===== config.mk =====
export PLATFORM = sky130hd
export DESIGN_NAME = extio8x4_axis_target
export DESIGN_NICKNAME = d
export VERILOG_FILES = /design/src/rtl/extio8x4_pkg.sv /design/src/rtl/extio8x4_tfsm.sv /design/src/rtl/extio8x4_axis_target.sv
export SDC_FILE = /design/constraint.sdc
export NUM_CORES = 1
export LEC_CHECK = 0
export ABC_AREA = 1
export BUFFER_PORTS_ARGS = -buffer_cell sky130_fd_sc_hd__buf_2
export CORE_ASPECT_RATIO = 1.1
export CORE_MARGIN = 2
export CORE_UTILIZATION = 54
export CTS_CLUSTER_SIZE = 14
export DETAILED_ROUTE_END_ITERATION = 16
export GPL_ROUTABILITY_DRIVEN = 0
export PLACE_DENSITY_LB_ADDON = 0.12
export SLEW_MARGIN = 25
export SYNTH_ARGS = -nofsm -noshare
export SYNTH_HDL_FRONTEND = slang
export SYNTH_SLANG_ARGS = --single-unit

===== constraint.sdc =====
create_clock -name clk -period 1.5 [get_ports clk]
set_input_delay 0.225 -clock clk [delete_from_list [all_inputs] [get_ports clk]]
set_output_delay 0.225 -clock clk [all_outputs]
set_load 0.02 [all_outputs]

===== src/rtl/extio8x4_pkg.sv =====
// rtl/extio8x4_pkg.sv - extio8x4 phase codes, command bit positions and FSM state encoding
package extio8x4_pkg;

    localparam logic [1:0] PH_IDLE = 2'b00;
    localparam logic [1:0] PH_CMD  = 2'b10;
    localparam logic [1:0] PH_HI   = 2'b11;
    localparam logic [1:0] PH_LO   = 2'b01;

    localparam int CMD_WR_BIT = 1;
    localparam int CMD_CH_BIT = 0;

    typedef enum logic [3:0] {
        ST_IDLE,
        ST_CMD_WAIT,
        ST_CMD_ACK,
        ST_WR_HI,
        ST_WR_LO,
        ST_RD_HI_SET,
        ST_RD_HI,
        ST_RD_LO_SET,
        ST_RD_LO,
        ST_END
    } state_t;

endpackage


===== src/rtl/extio8x4_tfsm.sv =====
// rtl/extio8x4_tfsm.sv - extio8x4 target protocol FSM operating on synchronized pad inputs
module extio8x4_tfsm
    import extio8x4_pkg::*;
(
    input  logic       clk,
    input  logic       reset,
    input  logic [1:0] ph,
    input  logic [3:0] data_s,
    input  logic [1:0] tx_full,
    input  logic [1:0] rx_tvalid,
    input  logic [7:0] rx_tdata0,
    input  logic [7:0] rx_tdata1,
    output logic [1:0] rx_tready,
    output logic       tx_push,
    output logic       tx_ch,
    output logic [7:0] tx_byte,
    output logic       ack,
    output logic       oe,
    output logic [3:0] dout
);

    state_t     state_q, state_d;
    logic [1:0] ph_q;
    logic       is_wr_q, is_wr_d;
    logic       ch_q, ch_d;
    logic [7:0] byte_q, byte_d;
    logic       ack_q, ack_d;
    logic       oe_q, oe_d;
    logic [3:0] dout_q, dout_d;
    logic       ph_chg;
    logic       proto_err;

    assign ph_chg  = (ph != ph_q);
    assign tx_ch   = ch_q;
    assign tx_byte = {byte_q[7:4], data_s};
    assign ack     = ack_q;
    assign oe      = oe_q;
    assign dout    = dout_q;

    always_ff @(posedge clk) begin
        if (reset) begin
            state_q <= ST_IDLE;
            ph_q    <= PH_IDLE;
            is_wr_q <= 1'b0;
            ch_q    <= 1'b0;
            byte_q  <= '0;
            ack_q   <= 1'b0;
            oe_q    <= 1'b0;
            dout_q  <= '0;
        end else begin
            state_q <= state_d;
            ph_q    <= ph;
            is_wr_q <= is_wr_d;
            ch_q    <= ch_d;
            byte_q  <= byte_d;
            ack_q   <= ack_d;
            oe_q    <= oe_d;
            dout_q  <= dout_d;
        end
    end

    // Every waiting state treats any phase change other than the single expected one as an error.
    always_comb begin
        state_d   = state_q;
        is_wr_d   = is_wr_q;
        ch_d      = ch_q;
        byte_d    = byte_q;
        ack_d     = ack_q;
        oe_d      = oe_q;
        dout_d    = dout_q;
        rx_tready = '0;
        tx_push   = 1'b0;
        proto_err = 1'b0;

        case (state_q)
            ST_IDLE, ST_END: begin
                if (state_q == ST_END) state_d = ST_IDLE;
                if (ph_chg) begin
                    if (ph == PH_CMD) begin
                        is_wr_d = data_s[CMD_WR_BIT];
                        ch_d    = data_s[CMD_CH_BIT];
                        state_d = ST_CMD_WAIT;
                    end else begin
                        proto_err = 1'b1;
                    end
                end
            end
            ST_CMD_WAIT: begin
                if (ph_chg) begin
                    proto_err = 1'b1;
                end else if (is_wr_q) begin
                    if (!tx_full[ch_q]) begin
                        ack_d   = 1'b1;
                        state_d = ST_CMD_ACK;
                    end
                end else if (rx_tvalid[ch_q]) begin
                    rx_tready[ch_q] = 1'b1;
                    byte_d  = ch_q ? rx_tdata1 : rx_tdata0;
                    ack_d   = 1'b1;
                    state_d = ST_CMD_ACK;
                end
            end
            ST_CMD_ACK: begin
                if (ph_chg) begin
                    if (ph != PH_HI) begin
                        proto_err = 1'b1;
                    end else if (is_wr_q) begin
                        byte_d[7:4] = data_s;
                        ack_d       = 1'b0;
                        state_d     = ST_WR_HI;
                    end else begin
                        oe_d    = 1'b1;
                        dout_d  = byte_q[7:4];
                        state_d = ST_RD_HI_SET;
                    end
                end
            end
            ST_WR_HI: begin
                if (ph_chg) begin
                    if (ph == PH_LO) begin
                        tx_push = 1'b1;
                        ack_d   = 1'b1;
                        state_d = ST_WR_LO;
                    end else begin
                        proto_err = 1'b1;
                    end
                end
            end
            ST_WR_LO, ST_RD_LO: begin
                if (ph_chg) begin
                    if (ph == PH_IDLE) begin
                        ack_d   = 1'b0;
                        oe_d    = 1'b0;
                        dout_d  = '0;
                        state_d = ST_END;
                    end else begin
                        proto_err = 1'b1;
                    end
                end
            end
            ST_RD_HI_SET: begin
                if (ph_chg) begin
                    proto_err = 1'b1;
                end else begin
                    ack_d   = 1'b0;
                    state_d = ST_RD_HI;
                end
            end
            ST_RD_HI: begin
                if (ph_chg) begin
                    if (ph == PH_LO) begin
                        dout_d  = byte_q[3:0];
                        state_d = ST_RD_LO_SET;
                    end else begin
                        proto_err = 1'b1;
                    end
                end
            end
            ST_RD_LO_SET: begin
                if (ph_chg) begin
                    proto_err = 1'b1;
                end else begin
                    ack_d   = 1'b1;
                    state_d = ST_RD_LO;
                end
            end
            default: state_d = ST_IDLE;
        endcase

        if (proto_err) begin
            state_d   = ST_IDLE;
            ack_d     = 1'b0;
            oe_d      = 1'b0;
            dout_d    = '0;
            tx_push   = 1'b0;
            rx_tready = '0;
        end
    end

endmodule


===== src/rtl/extio8x4_axis_target.sv =====
// rtl/extio8x4_axis_target.sv - extio8x4 target wrapper: pad synchronizers, tx buffering (EXTIO8X4_TXSKID_EN), FSM
module extio8x4_axis_target
    import extio8x4_pkg::*;
#(
    parameter int SYNC_STAGES = 2
) (
    input  logic       clk,
    input  logic       reset,
    input  logic       testmode,
    input  logic       axis_tx0_tready,
    output logic       axis_tx0_tvalid,
    output logic [7:0] axis_tx0_tdata8,
    input  logic       axis_tx1_tready,
    output logic       axis_tx1_tvalid,
    output logic [7:0] axis_tx1_tdata8,
    output logic       axis_rx0_tready,
    input  logic       axis_rx0_tvalid,
    input  logic [7:0] axis_rx0_tdata8,
    output logic       axis_rx1_tready,
    input  logic       axis_rx1_tvalid,
    input  logic [7:0] axis_rx1_tdata8,
    input  logic [3:0] iodata4_a,
    output logic [3:0] iodata4_o,
    output logic [3:0] iodata4_e,
    output logic [3:0] iodata4_t,
    input  logic       ioreq1_a,
    input  logic       ioreq2_a,
    output logic       ioack_o
);

    // Request and data share one synchronizer chain so they stay cycle-aligned.
    logic [5:0] pad_raw, pad_s;
    logic [5:0] sync_q [SYNC_STAGES];

    assign pad_raw = {ioreq1_a, ioreq2_a, iodata4_a};
    assign pad_s   = testmode ? pad_raw : sync_q[SYNC_STAGES-1];

    always_ff @(posedge clk) begin
        if (reset) begin
            for (int i = 0; i < SYNC_STAGES; i++) sync_q[i] <= '0;
        end else begin
            sync_q[0] <= pad_raw;
            for (int i = 1; i < SYNC_STAGES; i++) sync_q[i] <= sync_q[i-1];
        end
    end

    logic [1:0] tx_full, tx_tvalid, tx_tready;
    logic [7:0] tx_tdata [2];
    logic [1:0] rx_tready;
    logic       tx_push, tx_ch, ack, oe;
    logic [7:0] tx_byte;
    logic [3:0] dout;

    assign tx_tready = {axis_tx1_tready, axis_tx0_tready};

    for (genvar g = 0; g < 2; g++) begin : g_tx
        logic push, pop;
        assign push = tx_push && (int'(tx_ch) == g);
        assign pop  = tx_tvalid[g] && tx_tready[g];
`ifdef EXTIO8X4_TXSKID_EN
        logic [7:0] mem [2];
        logic       rd_ptr, wr_ptr;
        logic [1:0] cnt;

        always_ff @(posedge clk) begin
            if (reset) begin
                rd_ptr <= 1'b0;
                wr_ptr <= 1'b0;
                cnt    <= '0;
            end else begin
                if (push) begin
                    mem[wr_ptr] <= tx_byte;
                    wr_ptr      <= ~wr_ptr;
                end
                if (pop) rd_ptr <= ~rd_ptr;
                cnt <= cnt + {1'b0, push} - {1'b0, pop};
            end
        end

        assign tx_full[g]   = (cnt == 2'd2);
        assign tx_tvalid[g] = (cnt != 2'd0);
        assign tx_tdata[g]  = mem[rd_ptr];
`else
        logic       hold_valid;
        logic [7:0] hold_data;

        always_ff @(posedge clk) begin
            if (reset) begin
                hold_valid <= 1'b0;
                hold_data  <= '0;
            end else if (push) begin
                hold_valid <= 1'b1;
                hold_data  <= tx_byte;
            end else if (pop) begin
                hold_valid <= 1'b0;
            end
        end

        assign tx_full[g]   = hold_valid;
        assign tx_tvalid[g] = hold_valid;
        assign tx_tdata[g]  = hold_data;
`endif
    end

    extio8x4_tfsm u_fsm (
        .clk       (clk),
        .reset     (reset),
        .ph        (pad_s[5:4]),
        .data_s    (pad_s[3:0]),
        .tx_full   (tx_full),
        .rx_tvalid ({axis_rx1_tvalid, axis_rx0_tvalid}),
        .rx_tdata0 (axis_rx0_tdata8),
        .rx_tdata1 (axis_rx1_tdata8),
        .rx_tready (rx_tready),
        .tx_push   (tx_push),
        .tx_ch     (tx_ch),
        .tx_byte   (tx_byte),
        .ack       (ack),
        .oe        (oe),
        .dout      (dout)
    );

    assign axis_tx0_tvalid = tx_tvalid[0];
    assign axis_tx0_tdata8 = tx_tdata[0];
    assign axis_tx1_tvalid = tx_tvalid[1];
    assign axis_tx1_tdata8 = tx_tdata[1];
    assign axis_rx0_tready = rx_tready[0];
    assign axis_rx1_tready = rx_tready[1];
    assign iodata4_o       = dout;
    assign iodata4_e       = {4{oe}};
    assign iodata4_t       = ~iodata4_e;
    assign ioack_o         = ack;

endmodule

# Yosys cells after proc, flatten, opt, wreduce, memory -nomap -nowiden
# Memories as Yosys holds them, arrays and structs flattened.
# Cells that the tools add are included.
totals:
  ram_bits: 12
  input_bits: 29
  reg_bits: 40
  word_cells: 165
  memories: 1
memory_table:
  columns: ["memory", "words", "word_bits", "rd", "rd_clocked_by_memory_dff", "wr", "line_no", "source"]
  rows:
  - ["sync_q", 2, 6, 2, 0, 2, "extio8x4_axis_target.sv:33", "logic [5:0] sync_q [SYNC_STAGES];"]
op_classes:
  bitwise: 6
  eq_ne: 30
  n_mux: 88
  reduce_logical: 25
  order_cmp: 2
ops:
  columns: ["operator", "n"]
  rows:
  - ["4-bit two-way mux", 27]
  - ["1-bit two-way mux", 41]
  - ["8-bit two-way mux", 4]
  - ["4-bit case mux with 8 select lines", 1]
  - ["13-bit AND reduction", 2]
  - ["6-bit two-way mux", 3]
  - ["2-bit by 1-bit != test with 1-bit output (second input constant)", 9]
  - ["4-bit by 3-bit equality test with 1-bit output (second input constant)", 4]
  - ["2-bit != test (second input constant)", 7]
  - ["4-bit case mux with 3 select lines", 1]
  - ["2-bit two-way mux", 5]
  - ["4-bit by 2-bit equality test with 1-bit output (second input constant)", 2]
  - ["4-bit equality test (second input constant)", 2]
  - ["4-bit case mux with 2 select lines", 1]
  - ["8-bit AND reduction", 1]
  - ["2-bit nonzero test", 4]
  - ["2-bit OR reduction", 4]
  - ["7-bit AND reduction", 1]
  - ["1-bit case mux with 6 select lines", 1]
  - ["6-bit AND reduction", 1]
  - ["6-bit nonzero test", 1]
  - ["1-bit logical AND", 5]
  - ["1-bit case mux with 5 select lines", 1]
  - ["4-bit by 1-bit equality test with 1-bit output (second input constant)", 1]
  - ["other kinds (19)", 22]

# Logic depth before layout (Yosys ltp)
logic_depth:
  word_depth: 9
  ltp_mapped: 13
  ltp_nobuf: 13

# Modules after synthesis
# A second synthesis with hierarchy kept.
unflattened:
  cells_unflattened: 431
  area_unflattened_um2: 2806.4
by_module_without_submodules:
  columns: ["module", "area_per_inst_um2", "cells_each", "instances", "seq_area_each_um2"]
  rows:
  - ["extio8x4_tfsm", 1626.6, 275, 1, 440.4]
  - ["extio8x4_axis_target", 1179.9, 156, 1, 600.6]

# Worst setup path after synthesis
# Ideal clock, no wire load.
synth_timing:
  path_kind: "register to output"
  from: "memory sync_q[1][5] (netlist: sync_q[0][11])"
  to: "output port axis_rx0_tready"
  setup_slack_ns: -0.090
  t_arrival_ns: 1.365
  n_path_buf: 0
  stages_incl_launch_ff: 10
  path_cell_list: "dfxtp_1 > inv_1 > nand2_1 > nand3_2 > nand2_1 > inv_2 > nand2_4 > nor2_2 > nand2_2 > nor3_1"
synth_rtl:
  columns: ["item", "line_no", "source"]
  rows:
  - ["from (decl)", "extio8x4_axis_target.sv:33", null]
  - ["to (decl)", "extio8x4_axis_target.sv:16", "output logic axis_rx0_tready,"]

# Worst setup path in the final report
layout_timing:
  from: "register u_fsm.ph_q[0]"
  to: "output port axis_rx0_tready"
layout_between:
  elab_chain_len: 4
  elab_cells_between_ends: 10
  cone_classes: "1 x eq/ne; 9 x mux"
layout_lines:
  columns: ["item", "line_no", "source"]
  rows:
  - ["from (decl)", "extio8x4_tfsm.sv:23", "logic [1:0] ph_q;"]
  - ["from (signal assigned)", "extio8x4_tfsm.sv:52", "ph_q <= ph;"]
  - ["2-bit != test (*)", "extio8x4_tfsm.sv:33", "assign ph_chg = (ph != ph_q);"]
  - ["1-bit two-way mux (tied with other cells)", "extio8x4_tfsm.sv:89, extio8x4_tfsm.sv:142, extio8x4_tfsm.sv:160", null]
  - ["1-bit case mux with 5 select lines or 2-bit two-way mux (tied branches)", "extio8x4_tfsm.sv:75", "case (state_q)"]
  - ["2-bit two-way mux (*)", "extio8x4_tfsm.sv:170", "if (proto_err) begin"]
# Every way passes the cells marked *; elsewhere a longest branch is shown, timed or not.

==> results.tsv <==
stage	metric	value	unit
outcome	status	finished, violations left	
synth	synthFlopType	dfxtp_1	
synth	async_reset_ff_frac	0	
finish	finalNetCount	535	
synth	synth_fa_ha_area_frac	0	
sta	finalSetupViolations	17	
worst_setup_path	cp.arrival	1.48	ns
synth	avgSynthCellArea	7.06	um^2
die	placementRows	27	
placed_design	dp_cells	534	
power	p_per_area	1070	nW/um^2
synth	syn_inst	389	
worst_setup_path	max_stage_delay	0.35	ns
drt	detail_route.iter0.violations	212	
die	dieArea	5670	um^2
finish	drive_above_1_share	0.471	
grt	grt_max_degree	33	
die	die-height	78.8	um
power	irDropWorstVdd	910	uV
hold_path	hold_path_class	input port to flop	
cts	insertion_delay	0.32	ns
cts	cts_tree	yes	
power	finalPower	0.00419	W
sta	finClkSkew	0.00667	ns
synth	synth_xor_area_frac	0	
synth	synthSimpleGateAreaFrac	0.356	
drt	ant_nets	0	
sta	rsz0062_at_grt	yes	
drt	dr_total_vias	2924	
drt	routedWlPerCell	13.8	um
synth	synth-seq-area-share	0.379	
sta	hold_slack	0.126	ns
worst_setup_path	cpMostUsedCell	nand2_4	
die	core-area	4970	um^2
job	drv_cap	0	
synth	yosysWarnings	0	
synth	synth.cell_area	2750	um^2
sta	max_freq	587	MHz
drt	routed_via_density	5.18	
finish	area_delta_synth_final	42.1	%
grt	overflow	0	
sta	slew_viol_final	0	
sta	setup_slack	-0.203	ns
synth	synth_top_family_by_area	simple AND/OR/NAND/NOR gates	
worst_setup_path	path_max_fanout	3	
synth	synth_compound_area_frac	0.134	
worst_setup_path	reg2reg_slack	-0.19	ns
synth	netlist_top_cells_count	nand2_1 (77), dfxtp_1 (52), nor2_1 (47)	
sta	fin_crit_sh	1.14	
worst_setup_path	cp.required	1.27	ns
finish	final_cells	565	
cts	htreeDepth	2	
power	p_leak	1.87	nW
worst_setup_path	crit_type	flop to primary output	
cts	cts_root_buf	clkbuf_8	
synth	synthTopCellsByArea	dfxtp_1 (38%), nand2_1 (11%), nor2_1 (6.4%)	
worst_setup_path	slowest_stage	dfxtp_2	
grt	antenna_found_initial	0	
worst_setup_path	cp-end-kind	primary output	
synth	ys_ff_latch	52	
finish	post-route-util	0.785	
worst_setup_path	startpoint_type	flop	
cts	path_clk_slew	0.10	ns
worst_setup_path	cp_top_family	simple AND/OR/NAND/NOR gates	
die	start_util	0.553	
finish	fill_cells	362	
synth	synth_edf_count	0	
synth	synth_top_cell_area_share	0.379	
grt	grt_use_total	0.261	
grt	grt_first_pass_wirelength	11700	um
synth	synth_top_area_cell	dfxtp_1	
drt	drcViolationCount	0	
placed_design	dpl.hpwl	4940	um
placed_design	port_buffers	61	
die	io-pin-count	62	
synth	synthMostInstantiatedCell	nand2_1	
synth	synth_mux_area_frac	0.0292	
finish	n_antenna_cell	0	
drt	drt_pre_antenna_iters	4	
sta	max-slew-margin-rel	0.662	
cts	cts_hold_buf	0	
synth	synth_cell_types	32	
sta	hold_viol_final	0	
die	die_w	72.0	um
cts	cts_buffer_depth	2	
cts	clkSinkCount	52	
synth	syn_nets	418	
sta	tightest_slew	0.503	ns
drt	finalWirelength	7790	um
outcome	violations	setup timing	
sta	period_needed	1.70	ns
worst_setup_path	crit_chain	inv_2 > nand3_1 > nand2_2 > nand2_4 > nor2_4 > nand2_4 > nor3_2 > buf_4	
cts	numCtsBuffers	5	
grt	grt_pass1_vias	2685	
worst_setup_path	crit_buf_inv	2	
[layout make-up]
| class | count | area [um^2] | area share |
|---|---|---|---|
| Clock buffer | 6 | 82.6 | 0.0212 |
| Tap cell | 58 | 72.6 | 0.0186 |
| Clock inverter | 2 | 13.8 | 0.00353 |
| Multi-Input combinational cell | 274 | 1660 | 0.426 |
| Sequential cell | 52 | 1060 | 0.272 |
| Timing Repair Buffer | 125 | 818 | 0.210 |
| Inverter | 48 | 190 | 0.0488 |
[power by group]
group	internal (W)	leakage (nW)	switching [W]
registers	0.00147	0.428	0.0000891
clock network	0.000379	0.0516	0.000504
logic	0.000710	1.39	0.00104
total	0.00256	1.87	0.00163
[registers in the layout, summed over array words and instances (netlist names)]
| register | flops |
|---|---|
| axis_tx1_tvalid | 1 |
| u_fsm.state_q | 4 |
| u_fsm.ack | 1 |
| u_fsm.is_wr_q | 1 |
| axis_tx1_tdata8 | 8 |
| sync_q | 12 |
| u_fsm.tx_ch | 1 |
| axis_tx0_tvalid | 1 |
| u_fsm.oe | 1 |
| axis_tx0_tdata8 | 8 |
| u_fsm.byte_q | 8 |
| u_fsm.dout | 4 |
| u_fsm.ph_q | 2 |
[worst min-delay path: stages]
cell	delay, ns
buf_2	0.07
inv_1	0.04
nor2_1	0.07
[through the flow]
| step | setup WS, ns | setup TNS, ns | area (um^2) |
|---|---|---|---|
| finish | -0.203 | -1.89 | 3900 |
| global route | -0.265 | -4.37 | 3900 |
| CTS | -0.166 | -0.899 | 3700 |
| detailed placement | -0.137 | -1.69 | 3340 |
| global placement | -0.108 | -0.952 | 3340 |
| floorplan | 0.0764 | 0 | 2750 |
[cells in the final DEF, fill, tap and decap left out, drive strengths merged, types with 6 or more instances in the layout]
master | Yosys | layout
mux2i | 8 | 8
inv | 47 | 48
a21oi | 33 | 33
o21ai | 29 | 29
nor2 | 58 | 58
buf | 11 | 125
nand3 | 34 | 35
clkbuf | 5 | 6
dfxtp | 52 | 52
nand2 | 98 | 98
[cells by family (layout without fill, tap and decap cells)]
| group | Yosys count | count (layout) |
|---|---|---|
| AO/OA/AOI/OAI | 66 | 66 |
| buffers and inverters | 64 | 181 |
| flip-flops | 52 | 52 |
| multiplexers | 8 | 8 |
| AND/OR/NAND/NOR | 199 | 200 |
[path summary, 6_finish.rpt]
check | from | to | cells past startpoint
worst max-delay path | u_fsm.ph_q[0] | axis_rx0_tready | 8
worst min-delay path | iodata4_a[1] | sync_q[0][1] | 3
worst max register to register | u_fsm.ph_q[0] | u_fsm.state_q[1] | 12
worst min register to register | sync_q[0][4] | sync_q[0][10] | 2
[what timing repair did]
item                                    in CTS  in global routing
endpoints found under the setup margin      33                 38
setup buffers                               13                  9
resized for setup                           51                 38
gates cloned                                 1                  0
pin swaps                                   18                 26
[per-layer routing]
layer,global-route usage,vias to the layer above,part of all wire
li1,-,1467,-
met1,0.313,1353,0.41
met2,0.456,85,0.52
met3,0.0495,19,0.043
met4,0.104,0,0.025
met5,0,-,0
Note: power is estimated with default switching activity, not from simulation.
